### src/rtl/mouse_click_decoder_if.sv
// Click-event handshake between the decoder (master) and the game FSM (slave).
interface mouse_click_decoder_if;
  logic       click_valid;
  logic       click_ready;
  logic [3:0] click_col;
  logic [3:0] click_row;
  logic [1:0] click_action;

  modport master (output click_valid, click_col, click_row, click_action, input click_ready);
  modport slave  (input click_valid, click_col, click_row, click_action, output click_ready);
endinterface

### src/rtl/mouse_click_decoder.sv
// Turns mouse button presses into board-cell click events via iterative division.
// Optional MOUSE_CHORD_EN: a press with the other button held (or both together) yields action 11.
module mouse_click_decoder (
  input  logic                          clk,
  input  logic                          rst,
  input  logic                          left,
  input  logic                          right,
  input  logic [11:0]                   mouse_xpos,
  input  logic [11:0]                   mouse_ypos,
  input  logic [11:0]                   board_xpos,
  input  logic [11:0]                   board_ypos,
  input  logic [5:0]                    cell_size,
  input  logic [4:0]                    board_cols,
  input  logic [4:0]                    board_rows,
  output logic                          busy,
  mouse_click_decoder_if.master         click
);

  typedef enum logic [1:0] {IDLE, DIV_X, DIV_Y, VALID} state_t;

  state_t      state;
  logic        left_q, right_q;
  logic [11:0] rem_x, rem_y;
  logic [3:0]  col_cnt, row_cnt;
  logic [1:0]  act;

  logic        lrise, rrise, off_board;
  logic [1:0]  edge_act;
  logic [11:0] cs_ext;

  always_comb begin
    lrise     = left & ~left_q;
    rrise     = right & ~right_q;
    cs_ext    = {6'd0, cell_size};
    off_board = (mouse_xpos < board_xpos) | (mouse_ypos < board_ypos) |
                (cell_size == 6'd0) | (board_cols == 5'd0) | (board_rows == 5'd0);
`ifdef MOUSE_CHORD_EN
    if ((lrise & right) | (rrise & left)) edge_act = 2'b11;
    else if (lrise)                       edge_act = 2'b01;
    else                                  edge_act = 2'b10;
`else
    edge_act = lrise ? 2'b01 : 2'b10;
`endif
  end

  always_ff @(posedge clk) begin
    if (rst) begin
      state              <= IDLE;
      left_q             <= 1'b1;
      right_q            <= 1'b1;
      rem_x              <= '0;
      rem_y              <= '0;
      col_cnt            <= '0;
      row_cnt            <= '0;
      act                <= '0;
      busy               <= 1'b0;
      click.click_valid  <= 1'b0;
      click.click_col    <= '0;
      click.click_row    <= '0;
      click.click_action <= '0;
    end else begin
      // History tracks every cycle so presses made while busy never surface later.
      left_q  <= left;
      right_q <= right;
      case (state)
        IDLE: begin
          if ((lrise | rrise) && !off_board) begin
            act     <= edge_act;
            rem_x   <= mouse_xpos - board_xpos;
            rem_y   <= mouse_ypos - board_ypos;
            col_cnt <= '0;
            row_cnt <= '0;
            busy    <= 1'b1;
            state   <= DIV_X;
          end
        end
        DIV_X: begin
          if (rem_x < cs_ext) state <= DIV_Y;
          else if ({1'b0, col_cnt} == board_cols - 5'd1) begin
            busy  <= 1'b0;
            state <= IDLE;
          end else begin
            rem_x   <= rem_x - cs_ext;
            col_cnt <= col_cnt + 4'd1;
          end
        end
        DIV_Y: begin
          if (rem_y < cs_ext) begin
            click.click_valid  <= 1'b1;
            click.click_col    <= col_cnt;
            click.click_row    <= row_cnt;
            click.click_action <= act;
            state              <= VALID;
          end else if ({1'b0, row_cnt} == board_rows - 5'd1) begin
            busy  <= 1'b0;
            state <= IDLE;
          end else begin
            rem_y   <= rem_y - cs_ext;
            row_cnt <= row_cnt + 4'd1;
          end
        end
        VALID: begin
          if (click.click_ready) begin
            click.click_valid <= 1'b0;
            busy              <= 1'b0;
            state             <= IDLE;
          end
        end
        default: state <= IDLE;
      endcase
    end
  end

endmodule

### src/flat_wrapper.sv
// flat-port wrapper written by rule: the top's interface ports become plain ports
module mouse_click_decoder_flat 
  (clk, rst, left, right, mouse_xpos, mouse_ypos, board_xpos, board_ypos, cell_size, board_cols, board_rows, busy, click_click_valid, click_click_col, click_click_row, click_click_action, click_click_ready);
  mouse_click_decoder_if click_i ();
  input  logic clk;
  input  logic rst;
  input  logic left;
  input  logic right;
  input  logic [11:0] mouse_xpos;
  input  logic [11:0] mouse_ypos;
  input  logic [11:0] board_xpos;
  input  logic [11:0] board_ypos;
  input  logic [5:0] cell_size;
  input  logic [4:0] board_cols;
  input  logic [4:0] board_rows;
  output logic busy;
  output wire logic [$bits(click_i.click_valid)-1:0] click_click_valid;
  output wire logic [$bits(click_i.click_col)-1:0] click_click_col;
  output wire logic [$bits(click_i.click_row)-1:0] click_click_row;
  output wire logic [$bits(click_i.click_action)-1:0] click_click_action;
  input wire logic [$bits(click_i.click_ready)-1:0] click_click_ready;
  assign click_click_valid = click_i.click_valid;
  assign click_click_col = click_i.click_col;
  assign click_click_row = click_i.click_row;
  assign click_click_action = click_i.click_action;
  assign click_i.click_ready = click_click_ready;
  mouse_click_decoder u_core (.clk(clk), .rst(rst), .left(left), .right(right), .mouse_xpos(mouse_xpos), .mouse_ypos(mouse_ypos), .board_xpos(board_xpos), .board_ypos(board_ypos), .cell_size(cell_size), .board_cols(board_cols), .board_rows(board_rows), .busy(busy), .click(click_i));
endmodule
### config.mk
export PLATFORM = sky130hd
export DESIGN_NAME = mouse_click_decoder_flat
export DESIGN_NICKNAME = d
export VERILOG_FILES = /design/src/rtl/mouse_click_decoder_if.sv /design/src/rtl/mouse_click_decoder.sv /design/src/flat_wrapper.sv
export SDC_FILE = /design/constraint.sdc
export NUM_CORES = 1
export LEC_CHECK = 0
export BUFFER_PORTS_ARGS = -buffer_cell sky130_fd_sc_hd__clkbuf_2
export CORE_ASPECT_RATIO = 1.4
export CORE_UTILIZATION = 37
export DETAILED_ROUTE_END_ITERATION = 8
export GPL_TIMING_DRIVEN = 0
export PLACE_DENSITY = 0.59
export SYNTH_ARGS = -nofsm -noshare
export SYNTH_HDL_FRONTEND = slang
export SYNTH_SLANG_ARGS = --single-unit
### constraint.sdc
create_clock -name clk -period 3.3 [get_ports clk]
set_clock_uncertainty 0.1 [all_clocks]
set_input_delay 0.99 -clock clk [delete_from_list [all_inputs] [get_ports clk]]
set_output_delay 0.99 -clock clk [all_outputs]
set_load 0.05 [all_outputs]
==> results of run 1 <==
## final cells by class
class / instances / area, um2 / area share [%]
buffer: 18 / 85.1 / 1.59
clock buffer: 6 / 129 / 2.41
clock inverter: 2 / 13.8 / 0.257
inverter: 46 / 173 / 3.23
multi-input combinational: 462 / 3330 / 62.3
sequential: 50 / 1000 / 18.7
tap: 147 / 184 / 3.44
timing repair buffer: 82 / 430 / 8.04
## sequential cells by signal, indices dropped and copies added, names as in the netlist
| signal | flops |
|---|---|
| u_core.row_cnt | 4 |
| u_core.rem_y | 12 |
| u_core.click.click_action | 2 |
| u_core.right_q | 1 |
| u_core.click.click_row | 4 |
| u_core.act | 2 |
| u_core.state | 2 |
| u_core.click.click_col | 4 |
| u_core.busy | 1 |
| u_core.rem_x | 12 |
| u_core.click.click_valid | 1 |
| u_core.col_cnt | 4 |
| u_core.left_q | 1 |
## metrics by stage
step           power (uW)  util, %
4_1_cts              2820     44.4
3_3_place_gp         2240     42.8
5_1_grt              3070     45.0
2_1_floorplan        1910        -
6_report             2850     45.0
3_5_place_dp         2270     42.8
## per-layer routing
| layer | vias up | part of all wire (%) |
|---|---|---|
| li1 | 2310 | - |
| met1 | 2137 | 41 |
| met2 | 124 | 51 |
| met3 | 25 | 4.0 |
| met4 | 0 | 3.3 |
| met5 | - | 0 |
## worst reg2reg max path: stages (launching register included)
cell	delay [ps]
dfxtp_1	340
inv_1	50
ha_1	210
fa_1	420
nor2b_1	200
o2111ai_1	210
nand3_1	250
nor2_1	150
nor2_2	240
a41oi_1	160
a311oi_2	250
## power groups by stage
stage	registers [uW]	logic, uW	clock network [uW]
6_report	819	1520	514
5_1_grt	835	1690	545
4_1_cts	815	1480	524
3_5_place_dp	828	1440	0
3_3_place_gp	821	1420	0
2_1_floorplan	821	1090	0
## synth_stat cells (4+ instances only)
| cell | number |
|---|---|
| clkbuf_1 | 11 |
| nand4_1 | 6 |
| a21oi_1 | 45 |
| inv_1 | 46 |
| nor2_1 | 43 |
| fa_1 | 4 |
| xnor2_1 | 18 |
| ha_1 | 40 |
| a211oi_1 | 12 |
| or3_1 | 5 |
| dfxtp_1 | 50 |
| nand3_1 | 8 |
| o21ai_1 | 6 |
| mux2i_1 | 4 |
| nor4_1 | 6 |
| nor3_1 | 22 |
| o31a_1 | 4 |
| buf_2 | 5 |
| o21ai_0 | 31 |
| o2111ai_1 | 7 |
| o31ai_1 | 6 |
| a31oi_1 | 5 |
| nand2_1 | 61 |
| o21a_1 | 14 |
| nor2b_1 | 12 |
| a21o_1 | 6 |
| nand3b_1 | 8 |
| o211ai_1 | 8 |
| nand2b_1 | 7 |
## layout by cell type, fill, tap and decap left out, drive strengths merged, types with 8 or more instances in the layout
cell type,netlist,final
clkbuf,11,96
nand2,62,62
dfxtp,50,50
inv,46,46
a21oi,46,46
nor2,45,45
ha,40,40
o21ai,38,38
nor3,24,24
xnor2,18,18
o21a,14,14
a211oi,13,13
nor2b,12,12
buf,7,10
nand3b,8,8
nand3,8,8
o211ai,8,8
## cells by family after synthesis
| logic type | after synthesis | share of synthesized area [%] |
|---|---|---|
| AND/OR/NAND/NOR | 204 | 23.3 |
| AO/OA/AOI/OAI | 186 | 30.0 |
| buffers and inverters | 64 | 5.71 |
| flip-flops | 50 | 22.2 |
| adder cells (fa/ha/maj) | 44 | 12.9 |
| XOR/XNOR | 22 | 4.58 |
| multiplexers | 6 | 1.39 |
## timing repair
| action | 4_1_cts | 5_1_grt |
|---|---|---|
| buffers inserted | 2 | 1 |
| setup endpoints to repair | 19 | 31 |
| hold endpoints to repair | 0 | 0 |
| cloned | 0 | 0 |
| pin swaps | 1 | 4 |
| resized for setup | 3 | 14 |
## worst paths after layout
kind / startpoint / end / slack [ps]
min reg2reg: u_core.click.click_row[2]$_SDFFE_PP0P_ / u_core.click.click_row[2]$_SDFFE_PP0P_ / 350
max: cell_size[2] / u_core.col_cnt[1]$_SDFFE_PP0P_ / 150
min: u_core.click.click_row[2]$_SDFFE_PP0P_ / u_core.click.click_row[2]$_SDFFE_PP0P_ / 350
max reg2reg: u_core.rem_y[0]$_SDFFE_PP0P_ / u_core.row_cnt[3]$_SDFFE_PP0P_ / 650
==> qor.yml, run 1 <==
boundaryPins: 81
gp_congestion: 0.879
synth_seq_cells: 50
synth_top_cell_by_area: "dfxtp_1"
holdCritPathClass: "reg -> reg"
fp-row-count: 47
grt_overflow_total: 0
crit_fanout: 9
cpMaxStageDelayCell: "nor3b_4"
cp-end-kind: "flip-flop"
setup_violations: 0
seqPwrFrac_pct: 28.7
outcome: "finished clean"
syn_avg_cell_area_um2: 7.83
critPathRequiredTime_ps: 3390
grt_max_degree: 16
power.net_switching_uw: 1250
cts_buffers: 5
vias: 4596
wire_per_inst_um: 15.4
die_h_um: 133
met3_usage_pct: 2.07
dieArea_um2: 12600
ys_async_sr_fraction_pct: 0
path_clk_slew_ps: 70
p_per_area_nw_per_um2: 533
globalRouteMet1Util_pct: 22.5
crit_family: "simple AND/OR/NAND/NOR gates"
vdd_drop_max_mv: 0.268
leakagePower_uw: 0.00228
io_buffers: 79
start_util_pct: 38.0
synthCells: 576
ys_seq_area_share_pct: 22.2
synth_edf_count: 0
fin_tns_setup_ps: 0
core_um2: 11900
cp_num_buf_inv: 2
yosys_warnings: 0
power.share.clock_pct: 18.0
dp.cells: 802
power_frac_comb_pct: 53.3
cts_tree: "yes"
fp.dieW_um: 95.3
critPathLaunchType: "input pin"
place_ws_ps: -428
reg2reg_depth: 10
drcViolationCount: 0
worst_pin_slew_ps: 681
cts-htree-levels: 2
clk_latency_ps: 290
antenna_found_initial: 0
cp.arrival_ps: 3230
grt_setup_unrepaired: "no"
met2_usage_pct: 37.4
synth_ff_type: "dfxtp_1"
drt_first_pass_iters: 5
diodes: 0
max_slew_margin_pct: 54.6
cts_root_buf: "clkbuf_16"
cts_sinks: 50
drt_iter0_drc: 167
synth.top_cell.area_share_pct: 22.2
swShare_pct: 43.6
holdWs_ps: 354
fin_nets: 778
layout-drive-gt1-share_pct: 20.1
internal_power_uw: 1610
hold_depth: 2
placed_area_um2: 5090
ant_nets: 0
netlist-cell-type-count: 84
worstSetupPathType: "in -> reg"
fill_cells: 1263
routed_wl_um: 12500
ys_top_cells_by_area: "dfxtp_1 (22%), ha_1 (11%), nand2_1 (5.1%)"
cts.path.max_buffers: 2
syn_to_final_growth_pct: 18.6
viasPerCell: 5.65
finalMaxSlewViolations: 0
hold_buffers: 0
layout_setup_ws_ps: 153
cp_num_cells: 9
syn-num-nets: 689
dp_hpwl_um: 9890
fmax_mhz: 318
design_area_um2: 5350
fin_crit_ps: 3150
grt_pass1_wl_um: 20500
period_share_pct: 95.4
slowest_delay_ps: 550
grt_pass1_vias: 4490
final_cells: 813
synth_area_um2: 4510
grt_use_total_pct: 20.2
busiest_layer: "met2"
cap_violations: 0
hold_viol: 0
crit_chain: "clkbuf_2 > inv_1 > ha_1 > nor2b_1 > o2111ai_1 > nand2_2 > nor3b_4 > nor2_2 > a41o_1"
No activity file was read; power rests on OpenSTA's default activity.
==> run 2: changes to the inputs <==
--- a/config.mk
+++ b/config.mk
@@ -6,11 +6,10 @@
 export NUM_CORES = 1
 export LEC_CHECK = 0
 export BUFFER_PORTS_ARGS = -buffer_cell sky130_fd_sc_hd__clkbuf_2
-export CORE_ASPECT_RATIO = 1.4
-export CORE_UTILIZATION = 37
+export CORE_UTILIZATION = 52
 export DETAILED_ROUTE_END_ITERATION = 8
 export GPL_TIMING_DRIVEN = 0
-export PLACE_DENSITY = 0.59
+export PLACE_DENSITY = 0.78
 export SYNTH_ARGS = -nofsm -noshare
 export SYNTH_HDL_FRONTEND = slang
 export SYNTH_SLANG_ARGS = --single-unit
==> run 2 against run 1 <==
Non-clock buffer count is 5 higher. Maximum frequency is 1.2% lower. Core utilization is 18 points higher. Critical endpoint is now u_core.rem_x[3]$_SDFFE_PP0P_. Routed wire length is 3.4% lower. Worst hold slack better by 0.80 ps. Highest routed layer unchanged. Via count is 4.0% higher.
==> qor.yml, run 2 (synthesis results as in run 1) <==
largest_registers: "u_core.rem_x: 12 flops, u_core.rem_y: 12 flops"
grt_pass1_wl_um: 19200
max_slew_margin_pct: 51.5
outcome: "finished clean"
cp-end-kind: "flip-flop"
die_h_um: 95.1
power_uw: 2820
io_buffers: 79
grt_use_total_pct: 26.8
wire_per_inst_um: 15.6
path_clk_slew_ps: 100
syn_to_final_growth_pct: 16.7
antenna_found_initial: 0
regToRegStartpoint: "u_core.rem_y[0]$_SDFFE_PP0P_"
drt_iter0_drc: 351
fp.dieW_um: 95.1
final_cell_mix: "clkbuf_2 (79), nand2_1 (60), dfxtp_1 (50), inv_1 (46), a21oi_1 (44)"
final_common_cell: "clkbuf_2"
cts_tree: "yes"
core_um2: 8300
drt_first_pass_iters: 5
grt_overflow_total: 0
power.share.clock_pct: 16.8
power_frac_comb_pct: 54.2
holdCritPathClass: "reg -> reg"
fp-row-count: 33
period_share_pct: 96.5
viasPerCell: 6.16
ant_nets: 0
clk_latency_ps: 330
start_util_pct: 54.3
cp.arrival_ps: 3320
hold_viol: 0
reg2reg_depth: 10
grt_pass1_vias: 4313
routed_wl_um: 12100
grt_max_degree: 18
rr_endpoint: "u_core.row_cnt[3]$_SDFFE_PP0P_"
p_per_area_nw_per_um2: 536
internal_power_uw: 1560
fin_nets: 783
worstSetupPathType: "in -> reg"
swShare_pct: 44.7
crit_fanout: 6
fin_tns_setup_ps: 0
worst_pin_slew_ps: 727
cap_violations: 0
hold_end: "u_core.click.click_row[2]$_SDFFE_PP0P_"
cts_root_buf: "clkbuf_8"
critPathRequiredTime_ps: 3430
fill_cells: 750
finalMaxSlewViolations: 0
vias: 4780
layout_setup_ws_ps: 115
setup_violations: 0
min_from: "u_core.click.click_row[2]$_SDFFE_PP0P_"
cts-htree-levels: 2
grt_setup_unrepaired: "no"
critPathLaunchType: "input pin"
fin_crit_ps: 3180
holdWs_ps: 355
cts.path.max_buffers: 2
boundaryPins: 81
dieArea_um2: 9050
gp_congestion: 0.889
fmax_mhz: 314
cts_sinks: 50
layout-drive-gt1-share_pct: 20.1
dp_hpwl_um: 9220
vdd_drop_max_mv: 0.252
power.net_switching_uw: 1260
hold_buffers: 0
diodes: 0
leakagePower_uw: 0.00230
place_ws_ps: -362
seqPwrFrac_pct: 29.0
r2r_slack_ps: 590
drcViolationCount: 0
cts_buffers: 5
hold_depth: 2
-- run 2: critical path: stages --
cell	delay (ps)
clkbuf_2	70
inv_1	30
ha_1	210
fa_1	420
nor2b_2	160
o31a_4	170
o2111ai_2	190
a22o_4	340
o22ai_4	270
buf_4	170
a21oi_1	60
a211oi_1	240
-- run 2: worst max path at each step --
stage                        startpoint                             end  slack, ps
after global routing      mouse_xpos[0]    u_core.rem_x[7]$_SDFFE_PP0P_          7
after floorplan           mouse_ypos[0]    u_core.rem_x[7]$_SDFFE_PP0P_         90
final                     mouse_ypos[0]    u_core.rem_x[3]$_SDFFE_PP0P_        120
after global placement    mouse_ypos[0]  u_core.row_cnt[3]$_SDFFE_PP0P_       -310
after CTS                 mouse_ypos[0]    u_core.rem_x[7]$_SDFFE_PP0P_         50
after detailed placement  mouse_ypos[0]  u_core.row_cnt[3]$_SDFFE_PP0P_       -360
-- run 2: what timing repair did --
action | CTS | global route
endpoints found under the setup margin | 4 | 30
pin swaps | 0 | 5
buffers inserted | 0 | 8
resized for setup | 2 | 8
endpoints found under the hold margin | 0 | 0
cloned | 0 | 0
-- run 2: metal layers --
layer / wire (um) / GRT usage, % / share of wire (%) / vias to the layer above
li1: - / - / - / 2313
met1: 5470 / 35.3 / 45 / 2258
met2: 5640 / 44.3 / 47 / 194
met3: 815 / 4.31 / 6.7 / 15
met4: 157 / 8.84 / 1.3 / 0
met5: 0 / 0 / 0 / -
-- run 2: area by class of cell --
class	count	area (um2)	area share [%]
plain buffers	18	85.1	1.62
clock buffers	5	68.8	1.31
clock inverters	3	47.5	0.903
inverters	46	173	3.28
multi-input cells	462	3290	62.5
flip-flops and latches	50	1000	19.0
well taps	105	131	2.50
repair buffers	87	465	8.84
-- run 2: per-stage QoR --
step	utilization (%)	instances	area, um2
finish	63.4	776	5270
global route	63.4	776	5270
CTS	62.2	768	5160
detailed placement	60.7	760	5040
global placement	60.7	760	5040
floorplan	-	576	4510
-- run 2: power by group through the flow --
stage               Combinational, uW  Clock [uW]  Sequential (uW)
floorplan                        1090           0              821
global placement                 1380           0              821
detailed placement               1430           0              826
CTS                              1440         467              812
global route                     1680         489              833
finish                           1530         473              819
==> run 3: changes to the inputs <==
--- a/config.mk
+++ b/config.mk
@@ -5,8 +5,9 @@
 export SDC_FILE = /design/constraint.sdc
 export NUM_CORES = 1
 export LEC_CHECK = 0
-export BUFFER_PORTS_ARGS = -buffer_cell sky130_fd_sc_hd__clkbuf_2
+export BUFFER_PORTS_ARGS = -buffer_cell sky130_fd_sc_hd__buf_2
 export CORE_UTILIZATION = 52
+export CTS_CLUSTER_DIAMETER = 40
 export DETAILED_ROUTE_END_ITERATION = 8
 export GPL_TIMING_DRIVEN = 0
 export PLACE_DENSITY = 0.78
==> run 3 against run 2 <==
Non-clock buffer count is 6 lower. Worst hold slack better by 2.2 ps. Core utilization is 0.80 points lower. First-iteration DRC count is 11% lower. Maximum frequency is 1.1% higher. Combinational power is 3% lower. Routed wire length is 2.7% lower. Worst setup slack better by 34 ps.
==> qor.yml, run 3 (synthesis results as in run 1) <==
final_cells: 769
boundaryPins: 81
busiest_layer: "met2"
die_h_um: 95.1
diodes: 0
cts-htree-levels: 2
start_util_pct: 54.3
dieArea_um2: 9050
antenna_found_initial: 0
drt_iter0_drc: 314
dp_hpwl_um: 9100
layout-drive-gt1-share_pct: 19.6
fin_crit_ps: 3150
p_per_area_nw_per_um2: 526
path_clk_slew_ps: 100
grt_pass1_wl_um: 18500
final_common_cell: "buf_2"
internal_power_uw: 1530
viasPerCell: 6.14
cts_root_buf: "clkbuf_8"
cts.path.max_buffers: 2
gp_congestion: 0.900
met3_usage_pct: 3.27
grt_setup_unrepaired: "no"
power.share.clock_pct: 16.0
cap_violations: 0
fill_cells: 775
hold_viol: 0
io_buffers: 79
ant_nets: 0
max_slew_margin_pct: 50.8
wire_per_inst_um: 15.3
place_ws_ps: -362
cts_tree: "yes"
power.net_switching_uw: 1210
cts_sinks: 50
setup_violations: 0
fmax_mhz: 317
worst_pin_slew_ps: 738
met2_usage_pct: 42.2
leakagePower_uw: 0.00225
globalRouteMet1Util_pct: 35.0
finalMaxSlewViolations: 0
critPathLaunchType: "input pin"
core_um2: 8300
layout_setup_ws_ps: 149
vdd_drop_max_mv: 0.296
drt_first_pass_iters: 5
grt_overflow_total: 0
swShare_pct: 44.2
fp.dieW_um: 95.1
vias: 4721
cts_buffers: 5
largest_registers: "u_core.rem_x: 12 flops, u_core.rem_y: 12 flops"
hold_buffers: 0
fp-row-count: 33
routed_wl_um: 11700
fin_nets: 777
cp.arrival_ps: 3230
cp-end-kind: "flip-flop"
outcome: "finished clean"
grt_use_total_pct: 25.8
utilization_pct: 62.6
power_frac_comb_pct: 54.1
dp.cells: 760
design_area_um2: 5200
grt_max_degree: 16
seqPwrFrac_pct: 29.8
crit_fanout: 5
holdWs_ps: 357
holdCritPathClass: "reg -> reg"
worstSetupPathType: "in -> reg"
final_cell_mix: "buf_2 (84), nand2_1 (60), dfxtp_1 (50), inv_1 (46), a21oi_1 (44)"
period_share_pct: 95.5
critPathRequiredTime_ps: 3380
grt_pass1_vias: 4139
clk_latency_ps: 310
drcViolationCount: 0
syn_to_final_growth_pct: 15.3
placed_area_um2: 5040
==> run 3: final cells by class <==
class / instances / area [um2] / area share (%)
Multi-Input combinational cell: 462 / 3290 / 63.3
Sequential cell: 50 / 1000 / 19.3
Timing Repair Buffer: 81 / 410 / 7.89
Inverter: 46 / 173 / 3.32
Tap cell: 105 / 131 / 2.53
Buffer: 18 / 85.1 / 1.64
Clock buffer: 5 / 68.8 / 1.32
Clock inverter: 2 / 38.8 / 0.746
==> run 3: stage by stage <==
| step | total power [uW] | TNS, ps |
|---|---|---|
| global placement | 2200 | -6480 |
| detailed placement | 2250 | -8080 |
| CTS | 2690 | 0 |
| global route | 2930 | 0 |
| floorplan | 1910 | 0 |
| finish | 2740 | 0 |
==> run 3: final timing paths <==
| path | from | end | slack [ps] | depth (start not counted) |
|---|---|---|---|---|
| min | u_core.click.click_col[2]$_SDFFE_PP0P_ | u_core.click.click_col[2]$_SDFFE_PP0P_ | 360 | 2 |
| min reg2reg | u_core.click.click_col[2]$_SDFFE_PP0P_ | u_core.click.click_col[2]$_SDFFE_PP0P_ | 360 | 2 |
| max reg2reg | u_core.rem_y[0]$_SDFFE_PP0P_ | u_core.busy$_SDFFE_PP0P_ | 670 | 10 |
| max | mouse_xpos[0] | u_core.act[0]$_SDFFE_PP0P_ | 150 | 11 |
==> run 3: power by group through the flow <==
stage	registers, uW	clock network (uW)	logic (uW)
2_1_floorplan	821	0	1090
3_3_place_gp	821	0	1380
3_5_place_dp	824	0	1420
4_1_cts	811	442	1430
5_1_grt	832	460	1640
6_report	816	438	1480
==> run 3: routing by layer <==
metal	part of all wire (%)	vias up
li1	-	2296
met1	45	2211
met2	46	189
met3	6.6	25
met4	2.1	0
met5	0	-
==> run 3: what timing repair did <==
action                                 4_1_cts  5_1_grt
setup endpoints to repair                    8       23
pin swaps                                    0        4
setup buffers                                0        2
resized for setup                            2        8
endpoints found under the hold margin        0        0
==> run 3: critical path, stage by stage <==
cell      delay (ps)
buf_2             80
inv_1             30
ha_1             210
fa_1             410
nand2b_1         190
a21oi_2          230
o31ai_2          130
a22o_2           290
nor2_1           370
mux2i_1          240
nor2_1            60
